<file path="src/rtl/tsoip_rx_deframer.sv">
// Receive-side TSoIP deframer: filters one Ethernet/IPv4/UDP frame on its header fields,
// strips the 42-byte header and forwards the TS payload packets with a 1-cycle registered latency.
module tsoip_rx_deframer #(
  parameter bit          BROADCAST_EN = 1'b1,
  parameter logic [15:0] ETHERTYPE    = 16'h0800,
  parameter logic [7:0]  TS_SYNC_BYTE = 8'h47,
  parameter int unsigned CNT_W        = 16
) (
  input  logic             i_Clk,
  input  logic             i_Rst,
  input  logic             i_Valid,
  input  logic             i_Sync,
  input  logic             i_End,
  input  logic [7:0]       i_Data,
  input  logic [47:0]      i_MacLocal,
  input  logic [31:0]      i_IpLocal,
  input  logic [7:0]       i_Protocol,
  input  logic [15:0]      i_PortDest,
  input  logic [7:0]       i_PacketLength,
  input  logic [2:0]       i_NumberPacket,
  output logic             o_ts_valid,
  output logic             o_ts_sync,
  output logic [7:0]       o_ts_data,
  output logic             o_FrameOk,
  output logic             o_FrameDrop,
  output logic [2:0]       o_DropCause,
  output logic [CNT_W-1:0] o_FrameCount,
  output logic [CNT_W-1:0] o_DropCount
);

  typedef enum logic [2:0] {StIdle, StHdr, StPay, StTail, StDiscard} state_e;

  state_e             state_q, state_d;
  logic [5:0]         idx_q, idx_d;
  logic               fld_ok_q, fld_ok_d;
  logic               bcast_q, bcast_d;
  logic [7:0]         byte_cnt_q, byte_cnt_d;
  logic [2:0]         pkt_q, pkt_d;
  logic [47:0]        mac_q, mac_d;
  logic [31:0]        ip_q, ip_d;
  logic [7:0]         proto_q, proto_d;
  logic [15:0]        port_q, port_d;
  logic [7:0]         len_q, len_d;
  logic [2:0]         num_q, num_d;
  logic               ts_valid_q, ts_valid_d;
  logic               ts_sync_q, ts_sync_d;
  logic [7:0]         ts_data_q, ts_data_d;
  logic               frame_ok_q, frame_ok_d;
  logic               frame_drop_q, frame_drop_d;
  logic [2:0]         drop_cause_q, drop_cause_d;
  logic [CNT_W-1:0]   frame_cnt_q, frame_cnt_d;
  logic [CNT_W-1:0]   drop_cnt_q, drop_cnt_d;

  logic        start;
  logic [5:0]  idx;
  logic [47:0] mac_cfg;
  logic [7:0]  exp_byte;
  logic        byte_eq, field_first, acc, bc_acc;
  logic        hdr_fail;
  logic [2:0]  hdr_cause;
  logic        pay_last;

  // A sync byte always opens a new frame at index 0, whatever state we are in.
  assign start   = i_Valid & i_Sync;
  assign idx     = start ? 6'd0 : idx_q;
  // Config is latched at byte 0, so byte 0 itself must compare against the live port.
  assign mac_cfg = start ? i_MacLocal : mac_q;

  always_comb begin
    exp_byte = 8'h00;
    case (idx)
      6'd0:    exp_byte = mac_cfg[47:40];
      6'd1:    exp_byte = mac_cfg[39:32];
      6'd2:    exp_byte = mac_cfg[31:24];
      6'd3:    exp_byte = mac_cfg[23:16];
      6'd4:    exp_byte = mac_cfg[15:8];
      6'd5:    exp_byte = mac_cfg[7:0];
      6'd12:   exp_byte = ETHERTYPE[15:8];
      6'd13:   exp_byte = ETHERTYPE[7:0];
      6'd14:   exp_byte = 8'h45;
      6'd23:   exp_byte = proto_q;
      6'd30:   exp_byte = ip_q[31:24];
      6'd31:   exp_byte = ip_q[23:16];
      6'd32:   exp_byte = ip_q[15:8];
      6'd33:   exp_byte = ip_q[7:0];
      6'd36:   exp_byte = port_q[15:8];
      6'd37:   exp_byte = port_q[7:0];
      default: exp_byte = 8'h00;
    endcase
  end

  always_comb begin
    byte_eq     = (i_Data == exp_byte);
    field_first = (idx == 6'd0) || (idx == 6'd12) || (idx == 6'd23) ||
                  (idx == 6'd30) || (idx == 6'd36);
    acc         = field_first ? byte_eq : (fld_ok_q & byte_eq);
    bc_acc      = ((idx == 6'd0) ? 1'b1 : bcast_q) & (i_Data == 8'hFF);
    hdr_fail    = 1'b0;
    hdr_cause   = 3'd0;
    case (idx)
      6'd5: if (!(acc || (BROADCAST_EN && bc_acc))) begin
        hdr_fail  = 1'b1;
        hdr_cause = 3'd1;
      end
      6'd13, 6'd14: if (!((idx == 6'd13) ? acc : byte_eq)) begin
        hdr_fail  = 1'b1;
        hdr_cause = 3'd2;
      end
      6'd23: if (!acc) begin
        hdr_fail  = 1'b1;
        hdr_cause = 3'd3;
      end
      6'd33: if (!acc) begin
        hdr_fail  = 1'b1;
        hdr_cause = 3'd4;
      end
      6'd37: if (!acc || (num_q == 3'd0)) begin
        hdr_fail  = 1'b1;
        hdr_cause = 3'd5;
      end
      default: ;
    endcase
  end

  assign pay_last = (byte_cnt_q == len_q - 8'd1) && (pkt_q == num_q - 3'd1);

  always_comb begin
    state_d      = state_q;
    idx_d        = idx_q;
    fld_ok_d     = fld_ok_q;
    bcast_d      = bcast_q;
    byte_cnt_d   = byte_cnt_q;
    pkt_d        = pkt_q;
    mac_d        = mac_q;
    ip_d         = ip_q;
    proto_d      = proto_q;
    port_d       = port_q;
    len_d        = len_q;
    num_d        = num_q;
    ts_valid_d   = 1'b0;
    ts_sync_d    = 1'b0;
    ts_data_d    = 8'h00;
    frame_ok_d   = 1'b0;
    frame_drop_d = 1'b0;
    drop_cause_d = drop_cause_q;
    if (start) begin
      // Close the frame in flight before taking this byte as byte 0 of the next one.
      if (state_q == StTail) frame_ok_d = 1'b1;
      if (state_q == StHdr || state_q == StPay) begin
        frame_drop_d = 1'b1;
        drop_cause_d = 3'd7;
      end
      mac_d    = i_MacLocal;
      ip_d     = i_IpLocal;
      proto_d  = i_Protocol;
      port_d   = i_PortDest;
      len_d    = i_PacketLength;
      num_d    = i_NumberPacket;
      fld_ok_d = acc;
      bcast_d  = bc_acc;
      if (i_End) begin
        frame_drop_d = 1'b1;
        drop_cause_d = 3'd7;
        state_d      = StIdle;
      end else begin
        state_d = StHdr;
        idx_d   = 6'd1;
      end
    end else if (i_Valid) begin
      unique case (state_q)
        StHdr: begin
          fld_ok_d = acc;
          bcast_d  = bc_acc;
          if (hdr_fail) begin
            frame_drop_d = 1'b1;
            drop_cause_d = hdr_cause;
            state_d      = i_End ? StIdle : StDiscard;
          end else if (i_End) begin
            frame_drop_d = 1'b1;
            drop_cause_d = 3'd7;
            state_d      = StIdle;
          end else if (idx_q == 6'd41) begin
            state_d    = StPay;
            byte_cnt_d = 8'd0;
            pkt_d      = 3'd0;
          end else begin
            idx_d = idx_q + 6'd1;
          end
        end
        StPay: begin
          if (i_End && !pay_last) begin
            frame_drop_d = 1'b1;
            drop_cause_d = 3'd7;
            state_d      = StIdle;
          end else if ((byte_cnt_q == 8'd0) && (i_Data != TS_SYNC_BYTE)) begin
            frame_drop_d = 1'b1;
            drop_cause_d = 3'd6;
            state_d      = i_End ? StIdle : StDiscard;
          end else begin
            ts_valid_d = 1'b1;
            ts_sync_d  = (byte_cnt_q == 8'd0);
            ts_data_d  = i_Data;
            if (pay_last) begin
              if (i_End) begin
                frame_ok_d = 1'b1;
                state_d    = StIdle;
              end else begin
                state_d = StTail;
              end
            end else if (byte_cnt_q == len_q - 8'd1) begin
              byte_cnt_d = 8'd0;
              pkt_d      = pkt_q + 3'd1;
            end else begin
              byte_cnt_d = byte_cnt_q + 8'd1;
            end
          end
        end
        StTail: begin
          if (i_End) begin
            frame_ok_d = 1'b1;
            state_d    = StIdle;
          end
        end
        StDiscard: begin
          if (i_End) state_d = StIdle;
        end
        default: ;
      endcase
    end
  end

  always_comb begin
    frame_cnt_d = frame_cnt_q;
    drop_cnt_d  = drop_cnt_q;
    if (frame_ok_d && (frame_cnt_q != {CNT_W{1'b1}})) frame_cnt_d = frame_cnt_q + 1'b1;
    if (frame_drop_d && (drop_cnt_q != {CNT_W{1'b1}})) drop_cnt_d = drop_cnt_q + 1'b1;
  end

  always_ff @(posedge i_Clk or posedge i_Rst) begin
    if (i_Rst) begin
      state_q      <= StIdle;
      idx_q        <= 6'd0;
      fld_ok_q     <= 1'b0;
      bcast_q      <= 1'b0;
      byte_cnt_q   <= 8'd0;
      pkt_q        <= 3'd0;
      mac_q        <= 48'd0;
      ip_q         <= 32'd0;
      proto_q      <= 8'd0;
      port_q       <= 16'd0;
      len_q        <= 8'd0;
      num_q        <= 3'd0;
      ts_valid_q   <= 1'b0;
      ts_sync_q    <= 1'b0;
      ts_data_q    <= 8'h00;
      frame_ok_q   <= 1'b0;
      frame_drop_q <= 1'b0;
      drop_cause_q <= 3'd0;
      frame_cnt_q  <= '0;
      drop_cnt_q   <= '0;
    end else begin
      state_q      <= state_d;
      idx_q        <= idx_d;
      fld_ok_q     <= fld_ok_d;
      bcast_q      <= bcast_d;
      byte_cnt_q   <= byte_cnt_d;
      pkt_q        <= pkt_d;
      mac_q        <= mac_d;
      ip_q         <= ip_d;
      proto_q      <= proto_d;
      port_q       <= port_d;
      len_q        <= len_d;
      num_q        <= num_d;
      ts_valid_q   <= ts_valid_d;
      ts_sync_q    <= ts_sync_d;
      ts_data_q    <= ts_data_d;
      frame_ok_q   <= frame_ok_d;
      frame_drop_q <= frame_drop_d;
      drop_cause_q <= drop_cause_d;
      frame_cnt_q  <= frame_cnt_d;
      drop_cnt_q   <= drop_cnt_d;
    end
  end

  assign o_ts_valid   = ts_valid_q;
  assign o_ts_sync    = ts_sync_q;
  assign o_ts_data    = ts_data_q;
  assign o_FrameOk    = frame_ok_q;
  assign o_FrameDrop  = frame_drop_q;
  assign o_DropCause  = drop_cause_q;
  assign o_FrameCount = frame_cnt_q;
  assign o_DropCount  = drop_cnt_q;

endmodule

</file>
<file path="config.mk">
export PLATFORM = sky130hd
export DESIGN_NAME = tsoip_rx_deframer
export DESIGN_NICKNAME = d
export VERILOG_FILES = /design/src/rtl/tsoip_rx_deframer.sv
export SDC_FILE = /design/constraint.sdc
export NUM_CORES = 1
export LEC_CHECK = 0
export CORE_MARGIN = 2
export CORE_UTILIZATION = 37
export DETAILED_ROUTE_END_ITERATION = 6
export GPL_TIMING_DRIVEN = 0
export MAX_ROUTING_LAYER = met4
export PLACE_DENSITY = 0.59
export SLEW_MARGIN = 15
export SYNTH_ARGS = -nofsm -noshare
export SYNTH_HDL_FRONTEND = slang
export SYNTH_SLANG_ARGS = --single-unit
export TNS_END_PERCENT = 50
</file>
<file path="constraint.sdc">
create_clock -name i_Clk -period 5.4 [get_ports i_Clk]
set_input_delay 0.81 -clock i_Clk [delete_from_list [all_inputs] [get_ports i_Clk]]
set_output_delay 0.81 -clock i_Clk [all_outputs]
set_load 0.1 [all_outputs]
</file>
==> results.md <==
* Reg power frac at 36.0%
* Critical path type: input pin to flip-flop
* Clock power share at 27.4%
* Comb power frac at 36.6%
* P_sw at 0.00190 W
* TritonCTS clock tree: yes
* Synthesized area per cell at 8.83 sq um
* Reg2reg start: idx_q[0]$_DFFE_PP0P_
* Unique masters post-synth at 78
* Synth Cell Area at 9560 sq um
* Clock latency at the later pin of the worst-skew pair at 0.44 ns
* TritonCTS buffer count at 17
* Gr ovfl total at 0
* Fmax at 204 MHz
* Via/cell ratio at 5.26
* Routed WL at 31000 microns
* FF-to-FF path depth at 13
* Tot GR Track Use at 24.0%
* Largest area contributor in the netlist: dfrtp_1
* Area occupied by registers at 4600 sq um
* # fillers at 2470
* Crit path largest cell delay at 0.57 ns
* Via Count at 8540
* IO buf count at 174
* Cell chain of the critical path: clkdlybuf4s50_1, clkbuf_1, a21oi_1, nand3_1, a2bb2oi_1, nor4bb_1, xnor2_1, a2111oi_2, nand4_2, o21a_1, o21ai_1, mux2_2
* Cell Count, Final, Fillers Out at 1625
* Setup TNS at 0 ns
* DP HPWL at 23900 microns
* Worst VDD drop at 0.000526 V
* Die W at 165 microns
* Root buffer cell: clkbuf_16
* Core Area at 25300 sq um
* Setup Buffers After CTS at 0
* Hold-critical path endpoint: ip_q[11]$_DFFE_PP0P_
* DRC at 0
* Layout cells sized above 1 at 7.34%
* RSZ-0062 raised after global routing: no
* Global-route wire length before repair at 47400 microns
* Clk_skew at 0.00964 ns
* Rel. slew slack at 30.3%
* Nets at 1420
* Multi-input gate area at 4650 sq um
* Vias in the first global route at 8417
* Post_cts resized at 0
* Dpl cells at 1593
* Grt met1 use at 30.1%
* Worst-path clk slew at 0.07 ns
* CTS Buffer Depth at 2
* Worst EP arrival at 5.23 ns
* GRT busiest layer: met2
* R2R Setup Slk at 1.01 ns
* Synth warn at 0
* Hold WC Path Type: flip-flop to flip-flop
* Initial antenna violation count at 0
* Final Hold Fails at 0
* P_leak at 5.69 nW
* Switch share at 40.1%
* Sink Count at 184
* Fin crit period at 4.90 ns
* Initial Util at 37.9%
* Outcome: complete, no violations
* Syn_nets at 1221
* Area growth, synth to finish at 30.2%
* Post-synth EDFFs at 0
* Ys async rst share at 100%
* Pre-antenna DRT Iters at 5
* Die area at 27100 sq um
* Req. time, crit path at 5.73 ns
* RePlAce Congestion at 0.989
* PD cells at 381 nW/um^2
* Routed len/inst at 19.1 microns
* Top Ports at 175
* Remaining antenna violation count at 0
* Slowest-stage cell, CP: nor4bb_1
* Cells after Synth at 1083
* Detailed router's first-iteration violation count at 608
* Rows at 58
* CTS hold repair buffers at 0
* Most frequent cell after synthesis: nand2_1
* Startpoint Class: input pin
* CP bufs+invs at 2
* Max-cap violation count at 0
* Final Max Tran Viols at 0
* H-tree Lvls at 4
* Ys flop type: dfrtp_1
* Setup Viol. Count Final at 0
* Final core utilization at 49.3%
* Actual slew at the worst max-slew pin at 1.04 ns
* R2r endpoint: state_q[0]$_DFFE_PP0P_
* Hold Crit Depth at 2
* Critical path endpoint category: flip-flop
* Hold_sp: ip_q[11]$_DFFE_PP0P_
* Pwr Total at 0.00474 W
* Period utilization at 90.8%
* Internal Power at 0.00284 W
* Sequential share of the synthesized area at 48.1%
* Synth top area share at 48.1%
* Met3 Use GR at 3.84%
* Worst-path maximum fanout at 10
* Synth cell count leaders: nand2_1, dfrtp_1, nor2_1, clkbuf_1, o21ai_0
* Crit path max-delay family: compound AO/OA/AOI/OAI gates
* Flops & latches, synth at 184
* Met2 Use GR at 38.9%
* Die height at 165 microns
* Diode count at 0
* Largest cells by area after synthesis: dfrtp_1, nand2_1, xnor2_1, xor2_1, mux2_2
* Largest net degree at the start of global routing at 35
## worst max path at each step
stage	startpoint	endpoint	slack, ns	cells after the start
after detailed placement	i_Valid	state_q[0]$_DFFE_PP0P_	0.20	12
after global routing	i_Sync	o_DropCount[1]$_DFFE_PP0P_	0.37	15
after floorplan	i_Sync	o_DropCount[1]$_DFFE_PP0P_	1.76	12
after CTS	i_Valid	state_q[0]$_DFFE_PP0P_	0.64	12
after global placement	i_Valid	o_DropCount[1]$_DFFE_PP0P_	0.15	13
final	i_Valid	state_q[0]$_DFFE_PP0P_	0.50	12
## cells by family (layout without fill, tap and decap cells)
logic type | Yosys count | after routing | share of synthesized area, %
AO/OA/AOI/OAI | 133 | 133 | 9.50
multiplexers | 37 | 37 | 4.32
buffers and inverters | 73 | 285 | 3.21
XOR/XNOR | 53 | 53 | 4.85
adder cells (fa/ha/maj) | 10 | 10 | 1.31
flip-flops | 184 | 184 | 48.1
AND/OR/NAND/NOR | 593 | 593 | 28.7
## final cells by class
class | count | share of cell area, %
Inverter | 12 | 0.392
Clock inverter | 13 | 1.19
Timing Repair Buffer | 180 | 15.0
Sequential cell | 184 | 37.0
Multi-Input combinational cell | 826 | 37.4
Clock buffer | 19 | 3.64
Tap cell | 330 | 3.32
Buffer | 61 | 2.10
## power by group through the flow
| stage | Clock, W | Combinational (W) | Sequential, W |
|---|---|---|---|
| after global routing | 0.00138 | 0.00185 | 0.00173 |
| after CTS | 0.00132 | 0.00172 | 0.00171 |
| after global placement | 0 | 0.00170 | 0.00173 |
| after floorplan | 0 | 0.000865 | 0.00200 |
| after detailed placement | 0 | 0.00172 | 0.00173 |
| final | 0.00130 | 0.00173 | 0.00171 |
## routing by layer
metal  share of wire (%)  wire, microns  up-vias
li1                    -              -     4087
met1                  43          13400     4131
met4                 3.7           1130        0
met5                   0              0        -
met3                 5.2           1610       52
met2                  48          14800      270
## sequential cells by signal, summed over array words and instances, names as in the netlist, 6 cells and up
signal,count
idx_q,6
proto_q,8
port_q,16
mac_q,48
ip_q,32
byte_cnt_q,8
len_q,8
o_ts_data,8
o_FrameCount,16
o_DropCount,16
## cell usage in the layout, fill, tap and decap left out, types with 6 or more instances in the layout
cell,instances
nand2_1,360
dfrtp_1,184
clkdlybuf4s50_1,174
nor2_1,43
clkbuf_1,37
o21ai_0,35
nand3_1,30
xnor2_1,27
xor2_1,26
nand4_1,24
nor3_1,22
mux2_2,20
and3_1,18
nand2b_1,17
clkbuf_16,17
a21oi_1,16
and2_1,15
mux2i_1,15
buf_2,14
nor2b_1,14
inv_1,11
a31oi_1,11
ha_1,10
nor4_1,9
a21o_1,8
buf_1,7
a211oi_1,6
## through the flow
step | worst slack (ns) | hold WS (ns) | cell area, sq um
4_1_cts | 0.639 | 0.478 | 12400
3_5_place_dp | 0.197 | 0.459 | 11800
2_1_floorplan | 1.76 | 0.432 | 9570
6_report | 0.497 | 0.475 | 12400
3_3_place_gp | 0.148 | 0.445 | 11700
5_1_grt | 0.368 | 0.497 | 12400
## tightest hold or removal path: cells and delay by family (launching register included)
family,cells,cell delay (ns)
simple gates,2,0.10
flops,1,0.35
Power figures use the tool's default switching activity.
